`config.mk`:
```
export PLATFORM = sky130hd
export DESIGN_NAME = inst_prefetch_buffer
export DESIGN_NICKNAME = d
export VERILOG_FILES = /design/src/rtl/inst_prefetch_buffer.sv
export SDC_FILE = /design/constraint.sdc
export NUM_CORES = 1
export LEC_CHECK = 0
export ABC_AREA = 0
export CAP_MARGIN = 20
export CORE_MARGIN = 2
export CORE_UTILIZATION = 35
export CTS_CLUSTER_DIAMETER = 40
export DETAILED_ROUTE_END_ITERATION = 12
export HOLD_SLACK_MARGIN = 0.1
export SKIP_LAST_GASP = 1
export SYNTH_ARGS = -nofsm -noshare
export SYNTH_HDL_FRONTEND = slang
export SYNTH_SLANG_ARGS = --single-unit
```
`constraint.sdc`:
```
create_clock -name clk_i -period 6 [get_ports clk_i]
set_clock_uncertainty 0.1 [all_clocks]
set_input_delay 1.2 -clock clk_i [delete_from_list [all_inputs] [get_ports clk_i]]
set_output_delay 1.2 -clock clk_i [all_outputs]
set_load 0.02 [all_outputs]
```
`src/rtl/inst_prefetch_buffer.sv`:
```
// Sequential instruction prefetcher: streams consecutive words from the last
// fetch address into a small FIFO and serves core fetches that hit its head.
module inst_prefetch_buffer #(
    parameter int DEPTH           = 4,
    parameter int MAX_OUTSTANDING = 2,
    parameter int ADDR_WIDTH      = 32,
    parameter int DATA_WIDTH      = 32
) (
    input  logic                  clk_i,
    input  logic                  rst_ni,
    input  logic                  instr_req_i,
    input  logic [ADDR_WIDTH-1:0] instr_addr_i,
    output logic                  instr_gnt_o,
    output logic                  instr_rvalid_o,
    output logic [DATA_WIDTH-1:0] instr_rdata_o,
    output logic                  mem_req_o,
    output logic [ADDR_WIDTH-1:0] mem_addr_o,
    input  logic                  mem_gnt_i,
    input  logic                  mem_rvalid_i,
    input  logic [DATA_WIDTH-1:0] mem_rdata_i
);

    localparam int PTR_W = $clog2(DEPTH);
    localparam int CNT_W = PTR_W + 1;
    localparam logic [CNT_W-1:0]      FULL    = CNT_W'(DEPTH);
    localparam logic [1:0]            MAX_OUT = 2'(MAX_OUTSTANDING);
    localparam logic [ADDR_WIDTH-1:0] WORD    = ADDR_WIDTH'(4);

    typedef enum logic {
        IDLE,
        RUN
    } state_t;

    state_t state_q, state_d;

    logic [ADDR_WIDTH-1:0] pf_addr;
    logic [ADDR_WIDTH-1:0] head_addr;
    logic [DATA_WIDTH-1:0] fifo_mem [DEPTH];
    logic [PTR_W-1:0]      wr_ptr;
    logic [PTR_W-1:0]      rd_ptr;
    logic [CNT_W-1:0]      count;
    logic [1:0]            outstanding;
    logic [1:0]            drop;
    logic                  vld_p1;
    logic [DATA_WIDTH-1:0] rdata_p1;

    logic                  match;
    logic                  redirect;
    logic [ADDR_WIDTH-1:0] redirect_addr;
    logic                  mem_fire;
    logic                  rsp_in;
    logic                  push;
    logic                  pop;
    logic                  drop_rsp;
    logic                  space_ok;
    logic [1:0]            live;
    logic [1:0]            out_next;
    logic [CNT_W:0]        fill;

    // The core address is word-aligned by construction; the low bits carry no information.
    logic unused_addr_bits;
    assign unused_addr_bits = ^instr_addr_i[1:0];

    always_comb begin
        state_d       = state_q;
        match         = (state_q == RUN) &&
                        (instr_addr_i[ADDR_WIDTH-1:2] == head_addr[ADDR_WIDTH-1:2]);
        redirect      = instr_req_i && !match;
        redirect_addr = {instr_addr_i[ADDR_WIDTH-1:2], 2'b00};

        // Stale in-flight words no longer reserve FIFO space.
        live     = outstanding - drop;
        fill     = {1'b0, count} + {{(CNT_W-1){1'b0}}, live};
        space_ok = fill < {1'b0, FULL};

        mem_req_o   = (state_q == RUN) && !redirect && (outstanding < MAX_OUT) && space_ok;
        mem_addr_o  = pf_addr;
        mem_fire    = mem_req_o && mem_gnt_i;
        instr_gnt_o = instr_req_i && match && (count != '0);

        // A response with nothing outstanding (e.g. arriving after reset) is ignored.
        rsp_in   = mem_rvalid_i && (outstanding != 2'd0);
        push     = rsp_in && !redirect && (drop == 2'd0);
        drop_rsp = rsp_in && !redirect && (drop != 2'd0);
        pop      = instr_gnt_o;
        out_next = outstanding + {1'b0, mem_fire} - {1'b0, rsp_in};

        if (redirect) begin
            state_d = RUN;
        end

        instr_rvalid_o = vld_p1;
        instr_rdata_o  = vld_p1 ? rdata_p1 : '0;
    end

    always_ff @(posedge clk_i or negedge rst_ni) begin
        if (!rst_ni) begin
            state_q <= IDLE;
        end else begin
            state_q <= state_d;
        end
    end

    always_ff @(posedge clk_i or negedge rst_ni) begin
        if (!rst_ni) begin
            pf_addr     <= '0;
            head_addr   <= '0;
            wr_ptr      <= '0;
            rd_ptr      <= '0;
            count       <= '0;
            outstanding <= 2'd0;
            drop        <= 2'd0;
            vld_p1      <= 1'b0;
        end else begin
            outstanding <= out_next;
            vld_p1      <= pop;
            if (redirect) begin
                // Everything still in flight belongs to the abandoned stream.
                drop      <= out_next;
                count     <= '0;
                wr_ptr    <= '0;
                rd_ptr    <= '0;
                pf_addr   <= redirect_addr;
                head_addr <= redirect_addr;
            end else begin
                if (drop_rsp) begin
                    drop <= drop - 2'd1;
                end
                if (mem_fire) begin
                    pf_addr <= pf_addr + WORD;
                end
                if (push) begin
                    wr_ptr <= wr_ptr + 1'b1;
                end
                if (pop) begin
                    rd_ptr    <= rd_ptr + 1'b1;
                    head_addr <= head_addr + WORD;
                end
                count <= count + {{(CNT_W-1){1'b0}}, push} - {{(CNT_W-1){1'b0}}, pop};
            end
        end
    end

    // ---- stage p0 -> p1: FIFO storage and core response word ----
    always_ff @(posedge clk_i) begin
        if (push) begin
            fifo_mem[wr_ptr] <= mem_rdata_i;
        end
        if (pop) begin
            rdata_p1 <= fifo_mem[rd_ptr];
        end
    end

    a_no_overflow: assert property (@(posedge clk_i) disable iff (!rst_ni)
        !(push && !pop && (count == FULL)));

    a_rvalid_expected: assert property (@(posedge clk_i) disable iff (!rst_ni)
        mem_rvalid_i |-> (outstanding != 2'd0));

    a_drop_bounded: assert property (@(posedge clk_i) disable iff (!rst_ni)
        drop <= outstanding);

    a_outstanding_bounded: assert property (@(posedge clk_i) disable iff (!rst_ni)
        outstanding <= MAX_OUT);

endmodule

```
## Word level (Yosys, flattened, before mapping)

Memories as Yosys holds them, arrays and structs flattened. A register that Yosys moved wholly into a read port is not among the register bits.
Index checks and enable logic that the tools add are counted.

| word-level totals | value |
|---|---|
| register bits | 77 |
| latch bits | 0 |
| memory bits (writable) | 128 |
| memory bits (read-only) | 0 |
| input port bits | 69 |
| output and inout bits | 67 |
| logic and storage cells | 60 |
| memories kept | 1 |

Memory list:

| memory | words | width | rd ports | clocked after memory_dff | write ports | line | text |
|---|---|---|---|---|---|---|---|
| fifo_mem | 4 | 32 | 1 | 1 | 1 | 38 | `logic [DATA_WIDTH-1:0] fifo_mem [DEPTH];` |

| cells by class | value |
|---|---|
| $add $sub $neg | 11 |
| multiply operators | 0 |
| divide/modulo/power cells | 0 |
| magnitude comparators | 2 |
| equality and inequality tests | 1 |
| shifts and indexed selects | 0 |
| muxes and demuxes | 14 |
| bitwise gates (word level) | 0 |
| reductions and logical operators | 22 |

Operator list:

| kind | count |
|---|---|
| 32-bit 2-to-1 mux | 5 |
| 32-bit by 3-bit adder with 32-bit output (second input constant) | 2 |
| 30-bit == test | 1 |
| 1-bit logical AND | 12 |
| 2-bit 2-to-1 mux | 6 |
| 2-bit nonzero test | 6 |
| 2-bit by 1-bit adder with 2-bit output (second input constant) | 2 |
| 3-bit by 2-bit adder with 4-bit output | 1 |
| 4-bit by 3-bit less-than comparator with 1-bit output (second input constant) | 1 |
| 3-bit by 1-bit adder with 3-bit output | 1 |
| 3-bit 2-to-1 mux | 1 |
| 3-bit nonzero test | 1 |
| 3-bit by 1-bit subtractor with 3-bit output | 1 |
| 2-bit by 1-bit adder with 2-bit output | 1 |
| 1-bit zero test | 2 |
| 2-bit zero test | 1 |
| 2-bit less-than comparator (second input constant) | 1 |
| 1-bit 2-to-1 mux | 2 |
| 2-bit by 1-bit subtractor with 2-bit output | 1 |
| 2-bit by 1-bit subtractor with 2-bit output (second input constant) | 1 |
| 2-bit subtractor | 1 |

## Logic depth before layout (Yosys ltp)

| depth | value |
|---|---|
| depth after elaboration | 12 |
| mapped depth | 16 |
| gate-level depth less buffers | 15 |

## Worst setup path before layout

OpenSTA, ideal clock, no wires.

| timing path | value |
|---|---|
| path kind | input port to flip-flop |
| start point | in instr_addr_i[22] |
| end point | reg count[2] |
| library setup time | 0.132 ns |
| arrival time | 4.256 ns |
| data required time | 5.768 ns |
| setup slack | 1.512 ns |
| cell stages on the path | 13 |
| buffers on the path | 0 |
| path through | xnor2_1 nand4_1 nor4_4 nand4_1 inv_1 ha_1 inv_1 ha_1 inv_1 fa_1 xor2_1 xnor2_1 nor2_1 |

| between the ends | value |
|---|---|
| elaborated cells on any way between the ends | 12 |
| classes of those cells | add/sub: 2; eq/ne: 1; mux: 1; reduce/logical: 8 |

RTL lines:

| element | line | text |
|---|---|---|
| from (decl) | 12 | `input logic [ADDR_WIDTH-1:0] instr_addr_i,` |
| 30-bit == test | 67 | `(instr_addr_i[ADDR_WIDTH-1:2] == head_addr[ADDR_WIDTH-1:2]);` |
| 1-bit logical AND | 66 | `match = (state_q == RUN) &&` |
| 1-bit logical AND (2 in a row) | 79 | `instr_gnt_o = instr_req_i && match && (count != '0);` |
| net instr_gnt_o | 13 | `output logic instr_gnt_o,` |
| 3-bit by 1-bit subtractor with 3-bit output | 139 | `count <= count + {{(CNT_W-1){1'b0}}, push} - {{(CNT_W-1){1'b0}}, pop};` |
| 3-bit 2-to-1 mux | 117 | `if (redirect) begin` |
| to (signal assigned) | 139 |  |
| to (decl) | 41 | `logic [CNT_W-1:0] count;` |

The timed path passes the listed nets, and every way through them passes these cells.
A chain may end at the register's enable or synchronous reset.

## Final worst setup path

| timing path | value |
|---|---|
| start point | in instr_addr_i[6] |
| end point | out mem_req_o |

| between the ends | value |
|---|---|
| cells in the longest elaborated chain, start to end | 8 |

Ends and longest elaborated chain:

| element | line | text |
|---|---|---|
| 30-bit == test | 67 |  |
| 1-bit logical AND | 66 |  |
| 1-bit zero test | 68 | `redirect = instr_req_i && !match;` |
| 1-bit logical AND | 68 |  |
| 1-bit zero test | 76 | `mem_req_o = (state_q == RUN) && !redirect && (outstanding < MAX_OUT) && space_ok;` |
| 1-bit logical AND (3 in a row) | 76 |  |
| to (decl) | 16 | `output logic mem_req_o,` |

No other way between the ends.

==> qor.csv <==
stage,metric,value,unit
place,hpwl,15900,µm
yosys,synthTopCellsByCount,"edfxtp_1, dfrtp_1, nand2_1",
cts,clk_latency,0.52,ns
route,ant_nets,0,
job,maxCapViolations,0,
worst_setup_path,cp-start-kind,input pin,
grt,antenna_found_initial,0,
outcome,outcome,finished clean,
yosys,synthArstFlopShare,31.3,%
yosys,synth_most_common_cell,edfxtp_1,
yosys,yosys_warnings,0,
cts,cts_hold_buf,0,
worst_setup_path,path_class,in2out,
layout,stdcell_area,13400,µm²
worst_setup_path,critPathRequiredTime,4.70,ns
grt,grt.overflow.total,0,
worst_setup_path,cp_max_fo,3,
pwr,max-vdd-ir-drop,183,µV
die,fp.coreArea,29500,µm²
layout,drive_gt1_share,12.5,%
timing,min_period_over_period,86.6,%
die,die_w,176,µm
timing,tightest_slew,0.991,ns
place,postPlaceCellArea,12100,µm²
cts,clockBufferDepth,3,
timing,finalCriticalPeriod,5.19,ns
cts,cts_tree,built,
pwr,total_leakage_power,4.66,nW
worst_hold_path,hold_start,rd_ptr[1],
worst_hold_path,hold_class,reg2reg,
layout,n_antenna_cell,0,
timing,setup_viol,0,
cts,htreeDepth,2,
route,drc,0,
yosys,synth_area,10400,µm²
route,dr.pass1.iters,5,
grt,grt_pass1_wl,38300,µm
cts,cts_resized,0,
timing,relSlewSlack,33.9,%
worst_setup_path,cp-end-kind,output pin,
route,drt_iter0_drc,473,
route,vias,6680,
yosys,synth.ff_latch_count,233,
grt,grt_pass1_vias,6768,
route,via_per_inst,5.05,
pwr,p_per_area,341,nW/µm²
cts,numCtsBuffers,38,
grt,track_usage,16.0,%
yosys,yosysSeqAreaShare,63.8,%
pwr,power,4.57,mW
timing,hold_violations,0,
timing,rsz0062_at_grt,no,
die,num_io_pins,136,
worst_setup_path,worstPathArrival,3.89,ns
yosys,ys_types,59,
die,fp.dieH,176,µm
yosys,yosys-top-cells-area,"edfxtp_1, dfrtp_1, mux4_2",
place,dp.cells,1254,
yosys,synth.avg_cell_area,13.8,µm²
cts,path_clk_slew,0.06,ns
layout,final_util,45.6,%
die,initial_core_util,35.3,%
yosys,synthCells,752,
yosys,netlist.area_leader.share,46.2,%
timing,fmax,0.192,GHz
layout,final_nets,987,
layout,instances_no_fill,1323,
yosys,synth-edff-count,160,
yosys,yosys.area.top_type,edfxtp_1,
place,port_buffers,131,
die,die_area,31100,µm²
cts,cts_setup_buffers,0,
timing,setup_tns,0,ns
route,wl,24500,µm
cts,root_buffer,clkbuf_16,
cts,cts_sinks,233,
place,gp_congestion,0.872,
die,placementRows,63,
worst_setup_path,r2r-start,head_addr[24],
yosys,synth_ff_type,edfxtp_1,
timing,report.final.slew_viol_count,0,
route,wire_per_inst,18.5,µm
worst_setup_path,startpoint,instr_addr_i[6],
grt,grt_max_degree,74,
layout,area_growth,29.2,%
==> layout by cell type, fill, tap and decap left out, drive strengths merged, types with 4 or more instances in the layout <==
cell type / count
clkinvlp: 5
a21oi: 10
clkdlybuf4s50: 130
edfxtp: 160
a21o: 5
and2: 42
and3: 10
xnor2: 54
ha: 13
nand4: 30
clkinv: 13
buf: 12
nand3: 41
and4: 7
o21ai: 33
bufinv: 5
or3: 14
inv: 21
a31oi: 4
mux4: 32
nor2: 31
dfrtp: 73
xor2: 13
o211ai: 8
nor3: 8
clkbuf: 42
or4: 8
nand2: 63
nor4: 7
==> metrics by stage <==
step                setup slack, ns  hold slack (ns)
floorplan                      1.51            0.370
global placement              0.807            0.391
detailed placement            0.800            0.403
CTS                           0.791            0.419
global route                  0.727            0.449
finish                        0.805            0.418
==> registers in the layout, indices dropped and copies added (netlist names) <==
signal / flops
outstanding: 2
fifo_mem: 128
head_addr: 30
rdata_p1: 32
mem_addr_o: 30
instr_rvalid_o: 1
state_q: 1
drop: 2
rd_ptr: 2
count: 3
wr_ptr: 2
==> worst paths after layout <==
check	end	slack, ns	cells past startpoint
worst max register to register	count[2]	2.26	15
worst min register to register	rd_ptr[1]	0.42	1
min in group asynchronous	mem_addr_o[28]	0.74	1
worst min-delay path	rd_ptr[1]	0.42	1
worst max-delay path	mem_req_o	0.81	7
max in group asynchronous	rd_ptr[0]	4.35	1
==> critical path, cell delays in order <==
cell and delay (ns):
clkdlybuf4s50_1 0.53, xnor2_1 0.32, nand4_1 0.22, or4_1 0.59, o21ai_2 0.23, and3_1 0.19, clkdlybuf4s50_1 0.62
==> where the power goes <==
part           switching [mW]  internal [mW]  leakage (nW)
Clock                   0.782           1.39         0.619
Sequential             0.0874           1.82          2.33
Combinational           0.260          0.230          1.72
Total                    1.13           3.44          4.66
==> per-layer routing <==
metal	vias up	global-route usage (%)	part of all wire [%]
li1	3151	-	-
met1	3259	22.1	46
met2	228	25.3	46
met3	42	3.60	6.2
met4	0	4.65	2.0
met5	-	0	0
==> area by class of cell <==
class,instances,area [µm²]
clock inverters,27,319
clock buffers,42,966
fillers,2646,16100
flip-flops and latches,233,6630
repair buffers,142,1390
multi-input cells,472,3570
well taps,390,488
inverters,17,63.8
==> kinds of logic (layout without fill, tap and decap cells) <==
family / Yosys count / after routing / synth area share [%]
buffers and inverters: 48 / 228 / 2.06
other: 1 / 2 / 0.0361
XOR/XNOR: 67 / 67 / 5.72
adder cells (fa/ha/maj): 14 / 14 / 1.76
flip-flops: 233 / 233 / 63.8
AO/OA/AOI/OAI: 82 / 82 / 5.04
multiplexers: 36 / 36 / 7.35
AND/OR/NAND/NOR: 271 / 271 / 14.2
Power figures use the tool's default switching activity.
